File: src/rtl/decode_issue.sv
// decode_issue: RV32I decode-and-issue stage feeding the ALU/memory backend.
// Decodes one instruction per transfer into active-low one-hot controls and
// registers it, together with its operands, in a single issue register.
// A one-bubble interlock protects a dependent instruction that follows a load.
// Optional build macro: DECODE_ISSUE_SKID_EN adds a one-entry skid buffer so
// that inst_ready is a registered signal.
module decode_issue #(
    parameter logic [31:0] RESET_PC = 32'h0000_0000
) (
    input  logic        clk,
    input  logic        rst,
    input  logic        inst_valid,
    output logic        inst_ready,
    input  logic [31:0] inst,
    input  logic [31:0] inst_pc,
    output logic [4:0]  rs1_addr,
    output logic [4:0]  rs2_addr,
    input  logic [31:0] rs1_data,
    input  logic [31:0] rs2_data,
    input  logic        flush,
    output logic        out_valid,
    input  logic        out_ready,
    output logic [7:0]  alu_op,
    output logic [7:0]  mem_op,
    output logic        load,
    output logic        store,
    output logic [31:0] alu_opr_1,
    output logic [31:0] alu_opr_2,
    output logic [31:0] store_data,
    output logic [4:0]  rd,
    output logic        wb_en,
    output logic [2:0]  br_type,
    output logic        br_en,
    output logic        jmp_en,
    output logic [31:0] br_target,
    output logic        illegal
);

    localparam logic [6:0] OPC_LUI    = 7'b0110111;
    localparam logic [6:0] OPC_AUIPC  = 7'b0010111;
    localparam logic [6:0] OPC_JAL    = 7'b1101111;
    localparam logic [6:0] OPC_JALR   = 7'b1100111;
    localparam logic [6:0] OPC_BRANCH = 7'b1100011;
    localparam logic [6:0] OPC_LOAD   = 7'b0000011;
    localparam logic [6:0] OPC_STORE  = 7'b0100011;
    localparam logic [6:0] OPC_OPIMM  = 7'b0010011;
    localparam logic [6:0] OPC_OP     = 7'b0110011;

    // alu_op = {slt_n, sltu_n, sll_n, srl_n, sra_n, 74x381 select[2:0]}
    localparam logic [7:0] ALU_NOP  = 8'hFF;
    localparam logic [7:0] ALU_ADD  = 8'hFB;
    localparam logic [7:0] ALU_SUB  = 8'hFA;
    localparam logic [7:0] ALU_XOR  = 8'hFC;
    localparam logic [7:0] ALU_OR   = 8'hFD;
    localparam logic [7:0] ALU_AND  = 8'hFE;
    localparam logic [7:0] ALU_SLT  = 8'h7A;
    localparam logic [7:0] ALU_SLTU = 8'hBA;
    localparam logic [7:0] ALU_SLL  = 8'hDB;
    localparam logic [7:0] ALU_SRL  = 8'hEB;
    localparam logic [7:0] ALU_SRA  = 8'hF3;

    // mem_op = {lb, lh, lw, lbu, lhu, sb, sh, sw}, all active low
    localparam logic [7:0] MEM_NOP = 8'hFF;
    localparam logic [7:0] MEM_LB  = 8'h7F;
    localparam logic [7:0] MEM_LH  = 8'hBF;
    localparam logic [7:0] MEM_LW  = 8'hDF;
    localparam logic [7:0] MEM_LBU = 8'hEF;
    localparam logic [7:0] MEM_LHU = 8'hF7;
    localparam logic [7:0] MEM_SB  = 8'hFB;
    localparam logic [7:0] MEM_SH  = 8'hFD;
    localparam logic [7:0] MEM_SW  = 8'hFE;

    typedef enum logic {
        RUN   = 1'b0,
        STALL = 1'b1
    } state_t;

    typedef struct packed {
        logic        valid;
        logic [7:0]  alu_op;
        logic [7:0]  mem_op;
        logic        load;
        logic        store;
        logic        a_pc;       // operand A comes from the held pc
        logic [31:0] opr1;
        logic [31:0] opr2;
        logic [31:0] store_data;
        logic [4:0]  rd;
        logic        wb_en;
        logic [2:0]  br_type;
        logic        br_en;
        logic        jmp_en;
        logic [31:0] br_target;
        logic        illegal;
    } issue_t;

    localparam issue_t ISSUE_BUBBLE = '{
        valid: 1'b0, alu_op: ALU_NOP, mem_op: MEM_NOP, load: 1'b1, store: 1'b1,
        a_pc: 1'b0, opr1: 32'd0, opr2: 32'd0, store_data: 32'd0, rd: 5'd0,
        wb_en: 1'b0, br_type: 3'd0, br_en: 1'b0, jmp_en: 1'b0,
        br_target: 32'd0, illegal: 1'b0
    };

    state_t      state_reg, state_next;
    issue_t      issue_reg, issue_next;
    logic [31:0] pc_reg;

    logic        src_valid;
    logic [31:0] src_inst;
    logic [31:0] src_pc;
    logic        adv;
    logic        hazard;
    logic        take;
    logic        stall_go;

    // decoded fields of the source instruction
    logic [6:0]  opcode;
    logic [2:0]  f3;
    logic [6:0]  f7;
    logic [4:0]  rd_f;
    logic [31:0] imm_i, imm_s, imm_b, imm_u, imm_j;
    logic [7:0]  d_alu_op, d_mem_op;
    logic        d_load, d_store, d_a_pc;
    logic [31:0] d_opr1, d_opr2, d_store_data, d_br_target;
    logic        d_has_rd, d_br_en, d_jmp_en, d_illegal;
    logic        d_uses_rs1, d_uses_rs2;
    logic [2:0]  d_br_type;

    // the issue register may take a new entry when it is empty or being consumed
    assign adv = ~issue_reg.valid | out_ready;

`ifdef DECODE_ISSUE_SKID_EN
    logic        skid_full_reg;
    logic [31:0] skid_inst_reg;
    logic [31:0] skid_pc_reg;

    // a parked instruction always drains before anything new is presented
    assign src_valid  = skid_full_reg | inst_valid;
    assign src_inst   = skid_full_reg ? skid_inst_reg : inst;
    assign src_pc     = skid_full_reg ? skid_pc_reg : inst_pc;
    assign inst_ready = ~skid_full_reg;
    assign take       = src_valid & adv & ~hazard;

    // skid entry: park an accepted instruction that cannot issue this cycle
    always_ff @(posedge clk or posedge rst) begin
        if (rst) begin
            skid_full_reg <= 1'b0;
            skid_inst_reg <= 32'd0;
            skid_pc_reg   <= 32'd0;
        end else if (flush) begin
            skid_full_reg <= 1'b0;
        end else if (skid_full_reg) begin
            if (take) begin
                skid_full_reg <= 1'b0;
            end
        end else if (inst_valid && !take) begin
            skid_full_reg <= 1'b1;
            skid_inst_reg <= inst;
            skid_pc_reg   <= inst_pc;
        end
    end
`else
    assign src_valid  = inst_valid;
    assign src_inst   = inst;
    assign src_pc     = inst_pc;
    assign inst_ready = adv & ~hazard;
    assign take       = inst_valid & inst_ready;
`endif

    assign opcode   = src_inst[6:0];
    assign f3       = src_inst[14:12];
    assign f7       = src_inst[31:25];
    assign rd_f     = src_inst[11:7];
    assign rs1_addr = src_inst[19:15];
    assign rs2_addr = src_inst[24:20];

    assign imm_i = {{20{src_inst[31]}}, src_inst[31:20]};
    assign imm_s = {{20{src_inst[31]}}, src_inst[31:25], src_inst[11:7]};
    assign imm_b = {{19{src_inst[31]}}, src_inst[31], src_inst[7], src_inst[30:25], src_inst[11:8], 1'b0};
    assign imm_u = {src_inst[31:12], 12'd0};
    assign imm_j = {{11{src_inst[31]}}, src_inst[31], src_inst[19:12], src_inst[20], src_inst[30:21], 1'b0};

    // Load-use: the load in the issue register cannot forward, so a reader of
    // its rd waits one cycle. Nothing can collide while the bubble is held.
    assign hazard = (state_reg == RUN) & issue_reg.valid & ~issue_reg.load & issue_reg.wb_en &
                    ((d_uses_rs1 & (rs1_addr == issue_reg.rd)) |
                     (d_uses_rs2 & (rs2_addr == issue_reg.rd)));

    assign stall_go = hazard & src_valid & adv & ~flush;

    // instruction decode into active-low controls, operands and branch info
    always_comb begin
        d_alu_op     = ALU_NOP;
        d_mem_op     = MEM_NOP;
        d_load       = 1'b1;
        d_store      = 1'b1;
        d_a_pc       = 1'b0;
        d_opr1       = rs1_data;
        d_opr2       = 32'd0;
        d_store_data = 32'd0;
        d_has_rd     = 1'b0;
        d_br_type    = 3'd0;
        d_br_en      = 1'b0;
        d_jmp_en     = 1'b0;
        d_br_target  = 32'd0;
        d_illegal    = 1'b0;
        d_uses_rs1   = 1'b0;
        d_uses_rs2   = 1'b0;
        case (opcode)
            OPC_LUI: begin
                d_alu_op = ALU_ADD;
                d_opr1   = 32'd0;
                d_opr2   = imm_u;
                d_has_rd = 1'b1;
            end
            OPC_AUIPC: begin
                d_alu_op = ALU_ADD;
                d_a_pc   = 1'b1;
                d_opr1   = 32'd0;
                d_opr2   = imm_u;
                d_has_rd = 1'b1;
            end
            OPC_JAL: begin
                d_alu_op    = ALU_ADD;
                d_a_pc      = 1'b1;
                d_opr1      = 32'd0;
                d_opr2      = 32'd4;
                d_has_rd    = 1'b1;
                d_jmp_en    = 1'b1;
                d_br_target = src_pc + imm_j;
            end
            OPC_JALR: begin
                d_uses_rs1  = 1'b1;
                d_alu_op    = ALU_ADD;
                d_a_pc      = 1'b1;
                d_opr1      = 32'd0;
                d_opr2      = 32'd4;
                d_has_rd    = 1'b1;
                d_jmp_en    = 1'b1;
                d_br_target = (rs1_data + imm_i) & 32'hFFFF_FFFE;
                d_illegal   = (f3 != 3'b000);
            end
            OPC_BRANCH: begin
                d_uses_rs1  = 1'b1;
                d_uses_rs2  = 1'b1;
                d_alu_op    = ALU_SUB;
                d_opr2      = rs2_data;
                d_br_en     = 1'b1;
                d_br_type   = f3;
                d_br_target = src_pc + imm_b;
                d_illegal   = (f3 == 3'b010) || (f3 == 3'b011);
            end
            OPC_LOAD: begin
                d_uses_rs1 = 1'b1;
                d_alu_op   = ALU_ADD;
                d_opr2     = imm_i;
                d_load     = 1'b0;
                d_has_rd   = 1'b1;
                case (f3)
                    3'b000:  d_mem_op = MEM_LB;
                    3'b001:  d_mem_op = MEM_LH;
                    3'b010:  d_mem_op = MEM_LW;
                    3'b100:  d_mem_op = MEM_LBU;
                    3'b101:  d_mem_op = MEM_LHU;
                    default: d_illegal = 1'b1;
                endcase
            end
            OPC_STORE: begin
                d_uses_rs1   = 1'b1;
                d_uses_rs2   = 1'b1;
                d_alu_op     = ALU_ADD;
                d_opr2       = imm_s;
                d_store      = 1'b0;
                d_store_data = rs2_data;
                case (f3)
                    3'b000:  d_mem_op = MEM_SB;
                    3'b001:  d_mem_op = MEM_SH;
                    3'b010:  d_mem_op = MEM_SW;
                    default: d_illegal = 1'b1;
                endcase
            end
            OPC_OPIMM: begin
                d_uses_rs1 = 1'b1;
                d_has_rd   = 1'b1;
                d_opr2     = imm_i;
                case (f3)
                    3'b000: d_alu_op = ALU_ADD;
                    3'b010: d_alu_op = ALU_SLT;
                    3'b011: d_alu_op = ALU_SLTU;
                    3'b100: d_alu_op = ALU_XOR;
                    3'b110: d_alu_op = ALU_OR;
                    3'b111: d_alu_op = ALU_AND;
                    3'b001: begin
                        // shift amount only; the upper immediate bits are funct7
                        d_opr2 = {27'd0, imm_i[4:0]};
                        if (f7 == 7'b0000000) d_alu_op = ALU_SLL;
                        else                  d_illegal = 1'b1;
                    end
                    default: begin
                        d_opr2 = {27'd0, imm_i[4:0]};
                        if (f7 == 7'b0000000)      d_alu_op = ALU_SRL;
                        else if (f7 == 7'b0100000) d_alu_op = ALU_SRA;
                        else                       d_illegal = 1'b1;
                    end
                endcase
            end
            OPC_OP: begin
                d_uses_rs1 = 1'b1;
                d_uses_rs2 = 1'b1;
                d_has_rd   = 1'b1;
                d_opr2     = rs2_data;
                if (f7 == 7'b0000000) begin
                    case (f3)
                        3'b000:  d_alu_op = ALU_ADD;
                        3'b001:  d_alu_op = ALU_SLL;
                        3'b010:  d_alu_op = ALU_SLT;
                        3'b011:  d_alu_op = ALU_SLTU;
                        3'b100:  d_alu_op = ALU_XOR;
                        3'b101:  d_alu_op = ALU_SRL;
                        3'b110:  d_alu_op = ALU_OR;
                        default: d_alu_op = ALU_AND;
                    endcase
                end else if (f7 == 7'b0100000 && f3 == 3'b000) begin
                    d_alu_op = ALU_SUB;
                end else if (f7 == 7'b0100000 && f3 == 3'b101) begin
                    d_alu_op = ALU_SRA;
                end else begin
                    d_illegal = 1'b1;
                end
            end
            default: d_illegal = 1'b1;
        endcase
    end

    // next issue-register contents: decoded entry, illegal marker or bubble
    always_comb begin
        issue_next = ISSUE_BUBBLE;
        if (take && !flush) begin
            issue_next.valid = 1'b1;
            if (d_illegal) begin
                issue_next.illegal = 1'b1;
            end else begin
                issue_next.alu_op     = d_alu_op;
                issue_next.mem_op     = d_mem_op;
                issue_next.load       = d_load;
                issue_next.store      = d_store;
                issue_next.a_pc       = d_a_pc;
                issue_next.opr1       = d_opr1;
                issue_next.opr2       = d_opr2;
                issue_next.store_data = d_store_data;
                issue_next.rd         = d_has_rd ? rd_f : 5'd0;
                issue_next.wb_en      = d_has_rd & (rd_f != 5'd0);
                issue_next.br_type    = d_br_type;
                issue_next.br_en      = d_br_en;
                issue_next.jmp_en     = d_jmp_en;
                issue_next.br_target  = d_br_target;
            end
        end
    end

    // issue register: loads when it can advance; flush kills it even when held
    always_ff @(posedge clk or posedge rst) begin
        if (rst) begin
            issue_reg <= ISSUE_BUBBLE;
            pc_reg    <= RESET_PC;
        end else if (flush || adv) begin
            issue_reg <= issue_next;
            if (take && !flush) begin
                pc_reg <= src_pc;
            end
        end
    end

    // interlock state register
    always_ff @(posedge clk or posedge rst) begin
        if (rst) begin
            state_reg <= RUN;
        end else begin
            state_reg <= state_next;
        end
    end

    // STALL marks the cycle the interlock bubble sits in the issue register
    always_comb begin
        state_next = state_reg;
        if (flush) begin
            state_next = RUN;
        end else begin
            case (state_reg)
                RUN:     if (stall_go) state_next = STALL;
                STALL:   state_next = RUN;
                default: state_next = RUN;
            endcase
        end
    end

    assign out_valid  = issue_reg.valid;
    assign alu_op     = issue_reg.alu_op;
    assign mem_op     = issue_reg.mem_op;
    assign load       = issue_reg.load;
    assign store      = issue_reg.store;
    assign alu_opr_1  = issue_reg.a_pc ? pc_reg : issue_reg.opr1;
    assign alu_opr_2  = issue_reg.opr2;
    assign store_data = issue_reg.store_data;
    assign rd         = issue_reg.rd;
    assign wb_en      = issue_reg.wb_en;
    assign br_type    = issue_reg.br_type;
    assign br_en      = issue_reg.br_en;
    assign jmp_en     = issue_reg.jmp_en;
    assign br_target  = issue_reg.br_target;
    assign illegal    = issue_reg.illegal;

endmodule

File: config.mk
export PLATFORM = sky130hd
export DESIGN_NAME = decode_issue
export DESIGN_NICKNAME = d
export VERILOG_FILES = /design/src/rtl/decode_issue.sv
export SDC_FILE = /design/constraint.sdc
export NUM_CORES = 1
export LEC_CHECK = 0
export ABC_AREA = 1
export CORE_MARGIN = 2
export CORE_UTILIZATION = 45
export CTS_CLUSTER_DIAMETER = 40
export DETAILED_ROUTE_END_ITERATION = 8
export GPL_TIMING_DRIVEN = 1
export PLACE_DENSITY_LB_ADDON = 0.05
export REMOVE_ABC_BUFFERS = 1
export SYNTH_ARGS = -nofsm -noshare
export SYNTH_HDL_FRONTEND = slang
export SYNTH_SLANG_ARGS = --single-unit
File: constraint.sdc
create_clock -name clk -period 12.8 [get_ports clk]
set_input_delay 1.92 -clock clk [delete_from_list [all_inputs] [get_ports clk]]
set_output_delay 1.92 -clock clk [all_outputs]
set_load 0.05 [all_outputs]
Word-level counts from Yosys, hierarchy flattened
Cells that the tools add are included.
Cells by class
  add/subtract/negate cells: 3
  bitwise operators: 19
  reductions and logical operators: 24
  equal/unequal tests: 19
  mux-type cells: 44
Operators by type and width (number)
  $pmux 32 s6: 1
  $mux 160: 1
  $mux 158: 1
  $mux 32: 4
  $pmux 8 s7: 2
  $add 32x32->32: 3
  $pmux 32 s3: 1
  $pmux 8 s5: 1
  $pmux 8 s4: 1
  $eq 7x6->1 const B: 4
  $eq 7x7->1 const B: 3
  $mux 1: 19
  $reduce_or 6->1: 3
  $pmux 8 s2: 1
  $eq 7x5->1 const B: 2
  $and 1x1->1: 12
  $eq 3x3->1 const B: 4
  $mux 4: 3
  $reduce_or 3->1: 4
  $eq 5x5->1: 2
  $mux 5: 2
  $pmux 3 s3: 1
  $mux 8: 1
  $eq 7x2->1 const B: 1
  20 further kinds: 32
Storage, ports and cells
  output and inout port bits: 170
  logic and storage cells: 127
  flip-flop bits (word level): 193

Depth between registers and ports, before layout
  depth in word-level cells: 12
  depth in mapped cells: 22
  gate-level depth less buffers: 21

Least setup slack after synthesis
No wires, ideal clock.
  path type: in2out
  start: input port inst[5]
  end: output port inst_ready
  stages on the path: 11
  setup slack: 7826 ps
  arrival time: 3054 ps
  buffers on the path: 2
  required time: 10880 ps
  cells stage by stage: buf_6 -> nand3_2 -> inv_2 -> nand2_1 -> buf_4 -> nand3_1 -> nand2_1 -> nand2_1 -> nand2_2 -> nand2_1 -> inv_1
Between the ends
  longest elaborated chain between the ends: 8
  elaborated cells between the ends (all ways): 16
  those cells by class: 6 x eq/ne; 2 x mux; 6 x bitwise; 2 x reduce/logical
RTL lines
  start: declaration: line 14  | input logic [31:0] inst,
  $eq 7x6->1 (tied with other cells): line 209  | case (opcode)
  $reduce_or 6->1 (no line) or $reduce_or 3->1 (tied branches)
  $mux 1: line 209
  $and 1x1->1 (on tied branches): line 186, 187
  $or 1x1->1 (*): line 186  | ((d_uses_rs1 & (rs1_addr == issue_reg.rd)) |
  $and 1x1->1 (*): line 185  | assign hazard = (state_reg == RUN) & issue_reg.valid & ~issue_reg.load & issue_reg.wb_en &
  $not 1->1 (*): line 166  | assign inst_ready = adv & ~hazard;
  $and 1x1->1 (*): line 166
  end: declaration: line 13  | output logic inst_ready,
Every way passes the cells marked *; elsewhere a longest branch is shown, timed or not.

Worst setup path after layout
Same ends and word-level chain as after synthesis.

==> impl_metrics.env <==
export IMPL_crit_path_max_fanout=11
export IMPL_hpwl_um=41360
export IMPL_grt_pass1_wl_um=85270
export IMPL_largest_reg_flops=33
export IMPL_crit_required_ns=10.88
export IMPL_synth_most_common_cell="nand2_1"
export IMPL_path_clk_slew_ns=0.07
export IMPL_clk_latency_ns=0.47
export IMPL_numCtsBuffers=17
export IMPL_fmax_mhz=151.7
export IMPL_period_needed_ns=6.593
export IMPL_tritoncts="done"
export IMPL_synth_top_family_by_area="simple AND/OR/NAND/NOR gates"
export IMPL_p_per_area_nw_per_um2=86.47
export IMPL_slew_violations=0
export IMPL_synth_mux_area_share_pct=0
export IMPL_area_growth_pct=19.00
export IMPL_ys_ff_latch=193
export IMPL_final_net_count=2736
export IMPL_multi_input_area_um2=7991
export IMPL_cts_root_buf="clkbuf_16"
export IMPL_antenna_found_initial=2
export IMPL_ys_seq_area_share_pct=31.55
export IMPL_synth_edff_count=0
export IMPL_rsz0062_at_grt="no"
export IMPL_hold_violations=0
export IMPL_die_h_um=188.9
export IMPL_grt_overflow_total=0
export IMPL_synthCells=2415
export IMPL_drt_wirelength_per_cell_um=18.33
export IMPL_port_buffers=302
export IMPL_tightest_slew_ns=1.114
export IMPL_ctsResizeCount=0
export IMPL_syn_area_per_cell_um2=6.368
export IMPL_gp_congestion=0.9491
export IMPL_cts_sinks=193
export IMPL_num_rows=67
export IMPL_core_um2=33620
export IMPL_cp_start_kind="input pin"
export IMPL_die_w_um=188.9
export IMPL_timing_final_crit_share_pct=51.50
export IMPL_max_clock_path_buffers=2
export IMPL_drt_wl_total_um=54960
export IMPL_yosysTopAreaCell="dfrtp_1"
export IMPL_leakagePower_nw=9.364
export IMPL_vias=15650
export IMPL_cts_hold_buf=0
export IMPL_fill_cells=3425
export IMPL_drc=0
export IMPL_diodes=0
export IMPL_min_path_type="register to register"
export IMPL_maxCapViolCount=0
export IMPL_skew_ns=0.01806
export IMPL_synth_xor_area_share_pct=0.7404
export IMPL_synth_simple_area_share_pct=37.93
export IMPL_setup_tns_final_ns=0
export IMPL_routed_via_density=5.221
export IMPL_ioPinCount=303
export IMPL_route_antenna_remaining_nets=0
export IMPL_syn_area_um2=15380
export IMPL_synth_top_cell_area_share_pct=28.48
export IMPL_dpl_cell_count=2966
export IMPL_crit_type="input pin to output port"
export IMPL_relSlewSlack_pct=25.75
export IMPL_arrival_ns=4.67
export IMPL_status="finished, final reports clean"
export IMPL_grt_max_degree=83
export IMPL_initial_core_util_pct=45.75
export IMPL_peakVddDrop_mv=0.09786
export IMPL_synth_warning_count=0
export IMPL_crit_path_end_kind="output port"
export IMPL_grt_pass1_vias=15020
export IMPL_fin_cells=2998
export IMPL_synthAdderAreaFrac_pct=5.467
export IMPL_yosys_cell_types_count=42
export IMPL_drt_iter0_markers=1197
export IMPL_postSynth_asyncResetShare_pct=100.0
export IMPL_synth_compound_area_share_pct=7.729
export IMPL_track_usage_pct=30.95
export IMPL_drive_above_1_share_pct=4.078
export IMPL_synthTopCellsByArea="dfrtp_1, nand2_1, inv_1"
export IMPL_regArea_um2=4853
export IMPL_die_area_um2=35670
export IMPL_ys_dominant_reg_cell="dfrtp_1"
export IMPL_synthTopCellsByCount="nand2_1, inv_1, dfrtp_1"
export IMPL_first_pass_iters=5
export IMPL_setup_viol=0
export IMPL_postCtsSetupRepairBufs=0
export IMPL_htree_num_levels=4
==> worst max-delay path: stages <==
cell and delay [ns]:
clkdlybuf4s50_1 0.62, nand3_2 0.22, inv_2 0.06, nand2_1 0.39, nand3_1 0.13, nand2_1 0.12
nand2_1 0.14, nand2_2 0.16, nand2_1 0.07, inv_1 0.06, clkdlybuf4s50_1 0.79
==> power breakdown <==
group / internal [mW] / total [mW] / switching [mW]
Combinational: 0.128 / 0.376 / 0.248
Clock: 0.302 / 0.570 / 0.268
Sequential: 0.628 / 0.637 / 0.00901
==> routing by layer <==
metal | up-vias | part of all wire, % | track usage (%) | wire length [um]
met5 | - | 0.045 | 0 | 25
met4 | 4 | 3.1 | 11.99 | 1717
met3 | 83 | 5.5 | 4.245 | 3000
met2 | 535 | 48 | 52.33 | 26190
met1 | 7299 | 44 | 40.16 | 24030
li1 | 7732 | - | - | -
==> layout by cell type (no fill, tap or decap), types with 4 or more instances in the layout <==
cell type	n
dfstp_2	18
nor2_1	128
dfrtp_1	174
inv_2	9
ha_1	64
o22ai_1	40
nand4_1	86
xor2_1	6
nor3_1	13
nor2_2	5
inv_1	292
o21bai_1	4
o21ai_0	100
clkdlybuf4s50_1	301
buf_4	17
and3_1	5
nand3_1	139
a21oi_1	58
or2_2	9
nor2_4	5
nand3b_1	12
xnor2_1	7
clkbuf_16	17
nand2_1	990
o21ai_1	14
==> cell families (layout without fill, tap and decap cells) <==
kind of cell	after synthesis	after routing
AOI/OAI and AO/OA	222	222
xor gates and xnor gates	13	13
adders and majority gates	66	66
buffers and inverters	519	654
DFF	193	193
and+or+nand+nor	1402	1402
==> final timing paths <==
path                                start             end  slack, ns  cells past startpoint
worst max-delay path              inst[5]      inst_ready       6.21                     11
worst min-delay path            state_reg       state_reg       0.43                      1
worst max register to register      rd[0]           wb_en       9.46                     13
worst min register to register  state_reg       state_reg       0.43                      1
max in group asynchronous             rst  issue_reg[140]       8.87                      4
min in group asynchronous             rst   alu_opr_2[29]       1.93                      2
==> cell type report <==
type | count | area share (%)
Clock buffer | 19 | 2.475
Timing Repair Buffer | 319 | 17.19
Clock inverter | 13 | 0.8273
Sequential cell | 193 | 26.52
Multi-Input combinational cell | 1703 | 43.67
Inverter | 303 | 6.256
Tap cell | 448 | 3.063
==> stage by stage <==
| stage | area (um^2) | power, mW | utilization [%] | setup slack (ns) | hold WS [ns] |
|---|---|---|---|---|---|
| floorplan | 13970 | 0.8635 | - | 4.407 | 0.4089 |
| global placement | 17700 | 1.018 | 52.64 | 6.314 | 0.4241 |
| detailed placement | 17700 | 1.021 | 52.64 | 6.244 | 0.4212 |
| CTS | 18300 | 1.589 | 54.44 | 6.234 | 0.4324 |
| global route | 18300 | 1.654 | 54.44 | 6.054 | 0.4592 |
| finish | 18300 | 1.582 | 54.44 | 6.207 | 0.4320 |
Power figures use the tool's default switching activity.
